$ cat src/rtl/sram_arb_pkg.sv
// sram_arb_pkg: shared types and default widths for the two-port SRAM arbiter.
package sram_arb_pkg;
  localparam int ADDR_W_DEF = 18;
  localparam int DATA_W_DEF = 16;

  typedef enum logic [1:0] {IDLE, SETUP, ACCESS, FINISH} state_e;
  typedef logic port_id_t;
endpackage

$ cat src/rtl/sram_arb_pick.sv
// sram_arb_pick: turns the two request valids into a one-hot grant.
// Build option SRAM_ARB_RR_EN: round-robin on contention; otherwise port 0 has fixed priority.
module sram_arb_pick
  import sram_arb_pkg::*;
(
  input  logic [1:0] req_valid,
  input  port_id_t   last_grant,
  output logic [1:0] grant
);
`ifdef SRAM_ARB_RR_EN
  // On contention the port that was not served last wins
  always_comb begin
    grant = req_valid;
    if (&req_valid) grant = (last_grant == 1'b1) ? 2'b01 : 2'b10;
  end
`else
  logic unused_last_grant;
  assign unused_last_grant = last_grant;

  // Port 0 wins whenever it is valid; port 1 may starve
  always_comb begin
    grant = req_valid;
    if (req_valid[0]) grant = 2'b01;
  end
`endif
endmodule

$ cat src/rtl/sram_arbiter.sv
// sram_arbiter: shares one async SRAM between two valid/ready requesters.
// Sequences fixed-timing read/write cycles; every SRAM pin comes from a flop.
// Build option SRAM_ARB_RR_EN selects round-robin arbitration (default: fixed priority).
module sram_arbiter
  import sram_arb_pkg::*;
#(
  parameter int ADDR_W      = ADDR_W_DEF,
  parameter int DATA_W      = DATA_W_DEF,
  parameter int WAIT_CYCLES = 1   // ACCESS length, 1..15
) (
  input  logic              clk,
  input  logic              rst_n,
  input  logic [1:0]        req_valid,
  output logic [1:0]        req_ready,
  input  logic [1:0]        req_we,
  input  logic [ADDR_W-1:0] req_addr0,
  input  logic [ADDR_W-1:0] req_addr1,
  input  logic [DATA_W-1:0] req_wdata0,
  input  logic [DATA_W-1:0] req_wdata1,
  output logic [1:0]        rsp_valid,
  output logic [DATA_W-1:0] rsp_rdata,
  output logic              busy,
  output logic [ADDR_W-1:0] sram_addr,
  input  logic [DATA_W-1:0] sram_data_in,
  output logic [DATA_W-1:0] sram_data_out,
  output logic              sram_data_oe,
  output logic              sram_cs,
  output logic              sram_oe,
  output logic              sram_we
);
  state_e            state_q, state_d;
  logic [3:0]        cnt_q, cnt_d;
  logic              is_wr_q, is_wr_d;
  port_id_t          id_q, id_d, last_q, last_d;
  logic [ADDR_W-1:0] addr_q, addr_d;
  logic [DATA_W-1:0] dout_q, dout_d, rdata_q, rdata_d;
  logic [1:0]        rsp_q, rsp_d;
  logic              cs_q, cs_d, oe_q, oe_d, we_q, we_d, doe_q, doe_d;
  logic [1:0]        grant;
  logic              accept;
  port_id_t          acc_id;

  sram_arb_pick u_pick (
    .req_valid  (req_valid),
    .last_grant (last_q),
    .grant      (grant)
  );

  assign req_ready = (state_q == IDLE) ? grant : 2'b00;
  assign accept    = |(req_valid & req_ready);
  assign acc_id    = req_ready[1];

  assign busy          = (state_q != IDLE);
  assign rsp_valid     = rsp_q;
  assign rsp_rdata     = rdata_q;
  assign sram_addr     = addr_q;
  assign sram_data_out = dout_q;
  assign sram_data_oe  = doe_q;
  assign sram_cs       = cs_q;
  assign sram_oe       = oe_q;
  assign sram_we       = we_q;

  // Next state, captured request, and pin levels for the state being entered
  always_comb begin
    state_d = state_q;
    cnt_d   = cnt_q;
    is_wr_d = is_wr_q;
    id_d    = id_q;
    last_d  = last_q;
    addr_d  = addr_q;
    dout_d  = dout_q;
    rdata_d = rdata_q;
    rsp_d   = 2'b00;
    unique case (state_q)
      IDLE: if (accept) begin
        state_d = SETUP;
        is_wr_d = req_we[acc_id];
        id_d    = acc_id;
        last_d  = acc_id;
        addr_d  = acc_id ? req_addr1 : req_addr0;
        dout_d  = acc_id ? req_wdata1 : req_wdata0;
      end
      SETUP: begin
        state_d = ACCESS;
        cnt_d   = 4'(WAIT_CYCLES - 1);
      end
      ACCESS: begin
        if (cnt_q == 4'd0) state_d = FINISH;
        else               cnt_d   = cnt_q - 4'd1;
      end
      FINISH: begin
        state_d      = IDLE;
        rsp_d[id_q]  = 1'b1;
        rdata_d      = is_wr_q ? '0 : sram_data_in;
      end
      default: state_d = IDLE;
    endcase

    // Pins are registered, so decode them from the state about to be entered
    cs_d  = 1'b1;
    oe_d  = 1'b1;
    we_d  = 1'b1;
    doe_d = 1'b0;
    if (state_d != IDLE) begin
      cs_d = 1'b0;
      if (is_wr_d) begin
        doe_d = 1'b1;
        we_d  = (state_d != ACCESS);
      end else begin
        oe_d = 1'b0;
      end
    end
  end

  // State and pin registers; reset parks the SRAM deselected immediately
  always_ff @(posedge clk or negedge rst_n) begin
    if (!rst_n) begin
      state_q <= IDLE;
      cnt_q   <= 4'd0;
      is_wr_q <= 1'b0;
      id_q    <= 1'b0;
      last_q  <= 1'b1;
      addr_q  <= '0;
      dout_q  <= '0;
      rdata_q <= '0;
      rsp_q   <= 2'b00;
      cs_q    <= 1'b1;
      oe_q    <= 1'b1;
      we_q    <= 1'b1;
      doe_q   <= 1'b0;
    end else begin
      state_q <= state_d;
      cnt_q   <= cnt_d;
      is_wr_q <= is_wr_d;
      id_q    <= id_d;
      last_q  <= last_d;
      addr_q  <= addr_d;
      dout_q  <= dout_d;
      rdata_q <= rdata_d;
      rsp_q   <= rsp_d;
      cs_q    <= cs_d;
      oe_q    <= oe_d;
      we_q    <= we_d;
      doe_q   <= doe_d;
    end
  end
endmodule

$ cat config.mk
export PLATFORM = sky130hd
export DESIGN_NAME = sram_arbiter
export DESIGN_NICKNAME = d
export VERILOG_FILES = /design/src/rtl/sram_arb_pkg.sv /design/src/rtl/sram_arb_pick.sv /design/src/rtl/sram_arbiter.sv
export SDC_FILE = /design/constraint.sdc
export NUM_CORES = 1
export LEC_CHECK = 0
export CAP_MARGIN = 20
export CORE_MARGIN = 3
export CORE_UTILIZATION = 42
export CTS_CLUSTER_DIAMETER = 200
export DETAILED_ROUTE_END_ITERATION = 8
export GPL_TIMING_DRIVEN = 0
export PLACE_DENSITY = 0.81
export SYNTH_ARGS = -nofsm -noshare
export SYNTH_HDL_FRONTEND = slang
export SYNTH_SLANG_ARGS = --single-unit
$ cat constraint.sdc
create_clock -name clk -period 2.2 [get_ports clk]
set_input_delay 0.22 -clock clk [delete_from_list [all_inputs] [get_ports clk]]
set_output_delay 0.22 -clock clk [all_outputs]
set_load 0.05 [all_outputs]
==> out/results.ini <==
[synthesis]
yosysWarningCount = 0
yosysSeqAreaShare_pct = 49.6
synth_top_cell_by_area = dfrtp_1
syn_area_per_cell_um2 = 10.0
synth_cell_type_count = 34
ys_ff_latch = 64
ys_top_cells_by_area = dfrtp_1 (47%), a221o_1 (11%), nand2b_1 (7.0%)
syn_inst = 324
synth_top_area_share_pct = 47.1
syn_area_um2 = 3240
synth_fp_nets = 421

[worst_setup_path]
crit_top_cell = buf_4
startpoint_type = register
crit-reg2reg-capture = sram_addr[6]
worst-path-max-fanout = 10
regToRegSetupSlack_ns = 0.42
cp.arrival_ns = 1.81
crit_chain = inv_1 -> ha_2 -> buf_6 -> buf_4 -> and3_1 -> buf_4
worst-path-buf-inv = 4
cp-end-kind = primary output
max_stage_delay_ns = 0.41
slowest_stage = dfrtp_1
worst_ep_required_time_ns = 1.98
r2r_start = state_q[0]
r2r_cells = 6
path_class = reg2out
crit_family = buffers and inverters

[worst_hold_path]
holdPathEnd = is_wr_q
hold-path-cell-count = 3
min_from = req_valid[0]
min_path_type = in2reg

[timing]
hold_ws_ns = 0.223
finalHoldViolCount = 0
rsz0062_at_grt = no
setup_viol = 0
finalCriticalPeriod_ns = 2.03
fin_tns_setup_ns = 0
max-slew-margin-rel_pct = 46.5
slew_violations = 0
worstMarginPinSlew_ns = 0.802
max_freq_ghz = 0.492
skew_ns = 0.0122
fin_ws_ns = 0.168
fin_crit_sh_pct = 92.4

[status]
status = finished clean

[floorplan]
die_x_um = 93.8
row_count = 31
ios = 149
start_util_pct = 44.0
fp.dieArea_um2 = 8800
die_h_um = 93.8
core_area_um2 = 7370

[power]
power_leakage_uw = 0.00202
power_density_nw_per_um2 = 1610
peakVddDrop_mv = 0.776

[clock_tree]
cts_buffers = 9
clock_tree.htree_level_count = 3
clk_pin_slew_ns = 0.06
root_buffer = clkbuf_8
cts_tree = built
clock_sinks = 64
insertion_delay_ns = 0.34
cts_buffer_depth = 2
cts_setup_buffers = 0

[final_layout]
finalInstanceArea_um2 = 4990
layout-drive-gt1-share_pct = 7.84
stdcell_count = 584
fin_nets = 577
syn_to_final_growth_pct = 54.2
layout.area.seq_um2 = 1610
antenna_cells = 0
fill_cells = 610
multiInputGateArea_um2 = 1410

[drt]
drt-pass1-iter-count = 5
drc = 0
avgViaCountPerCell = 5.32
routed_wl_mm = 9.54
drt_iter0_drc = 132
wl_per_cell_um = 16.3
ant_nets = 0
vias = 3109

[global_routing]
grt.overflow.total = 0
grtUsageTotal_pct = 21.6
grt_pass1_wl_mm = 14.9
grt_max_degree = 65
antenna_found_initial = 0
grt_pass1_vias = 3031

[place]
port_buffers = 146
place_inst = 569
dpl_cell_area_um2 = 4820
dp_worst_setup_slack_ns = -0.348
dp_hpwl_mm = 6.98
gp_congestion = 0.810

[job]
maxCapViolations = 0

## where the power goes
group | internal, µW | leakage [µW] | switching (µW)
clock network | 471 | 0.0000877 | 420
registers | 1760 | 0.000786 | 399
logic | 1850 | 0.00115 | 3140
## registers in the layout, summed over array words and instances (netlist names)
signal,cells
sram_cs,1
rsp_valid,2
state_q,2
rsp_rdata,16
sram_data_oe,1
cnt_q,4
sram_oe,1
id_q,1
sram_data_out,16
sram_addr,18
is_wr_q,1
sram_we,1
## cell families after synthesis
family	Yosys count	synth area share, %
AOI/OAI and AO/OA	98	21.6
and+or+nand+nor	102	18.6
buffers and inverters	51	6.88
DFF	64	49.6
adders and majority gates	7	2.70
muxes	2	0.618
## metal layers
layer,global-route usage [%],wire (µm)
met4,7.70,132
met1,28.6,4140
met3,4.49,674
met5,0,0
met2,34.8,4590
## synthesized netlist by cell type
cell / instances
dfrtp_1: 61
nand2b_1: 36
a21oi_1: 35
a221o_1: 34
nand3_1: 34
inv_1: 23
o21ai_0: 19
nand3b_1: 17
buf_2: 10
clkbuf_1: 8
ha_1: 7
buf_1: 5
nand2_1: 5
buf_4: 3
dfstp_2: 3
nor2_1: 3
mux2i_1: 2
o21ai_1: 2
o22ai_1: 2
a21oi_2: 1
a32o_1: 1
and2_1: 1
and2_4: 1
and3_1: 1
buf_6: 1
inv_2: 1
nand4b_1: 1
nor2b_1: 1
nor3_1: 1
o211ai_2: 1
o21a_1: 1
o21bai_1: 1
o31ai_4: 1
or3b_1: 1
## through the flow
step | total power, µW | utilization, %
detailed placement | 7170 | 65.4
global route | 8470 | 67.8
floorplan | 5470 | -
finish | 8040 | 67.8
global placement | 7070 | 65.5
CTS | 8100 | 67.8
## placed cells by master (no fill, tap or decap), types with 3 or more instances in the layout
master,instances
buf_1,5
clkdlybuf4s50_1,142
nand3_1,34
nand2_1,5
nand3b_1,17
a21oi_1,35
clkbuf_8,11
ha_1,6
inv_1,22
buf_4,7
o21ai_0,19
nor2_1,3
buf_2,7
dfrtp_1,61
clkbuf_1,12
a221o_1,34
nand2b_1,36
dfstp_2,3
## worst min-delay path: stages
cell	delay [ns]
buf_6	0.12
inv_1	0.08
a21oi_2	0.08
## worst max-delay path by stage
stage | from | endpoint | slack, ns | depth (start not counted)
after CTS | state_q[0] | req_ready[1] | 0.03 | 6
after floorplan | state_q[0] | req_ready[1] | 0.44 | 5
after global routing | state_q[0] | req_ready[1] | 0.03 | 6
after detailed placement | state_q[0] | req_ready[0] | -0.35 | 6
final | state_q[0] | req_ready[1] | 0.17 | 6
after global placement | rst_n | sram_addr[3] | -1.20 | 1
## layout make-up
class	instances	area share [%]
Sequential cell	64	32.1
Timing Repair Buffer	147	29.3
Multi-Input combinational cell	209	28.3
Clock buffer	15	3.33
Buffer	25	2.58
Tap cell	99	2.48
Inverter	24	1.80
Clock inverter	1	0.100
## repair_timing
action                     CTS  global route
pin swaps                    0             0
hold buffers                 1             0
hold endpoints to repair    12             0
setup endpoints to repair    3             3
gates resized for setup     20             3
Note: power is estimated with default switching activity, not from simulation.
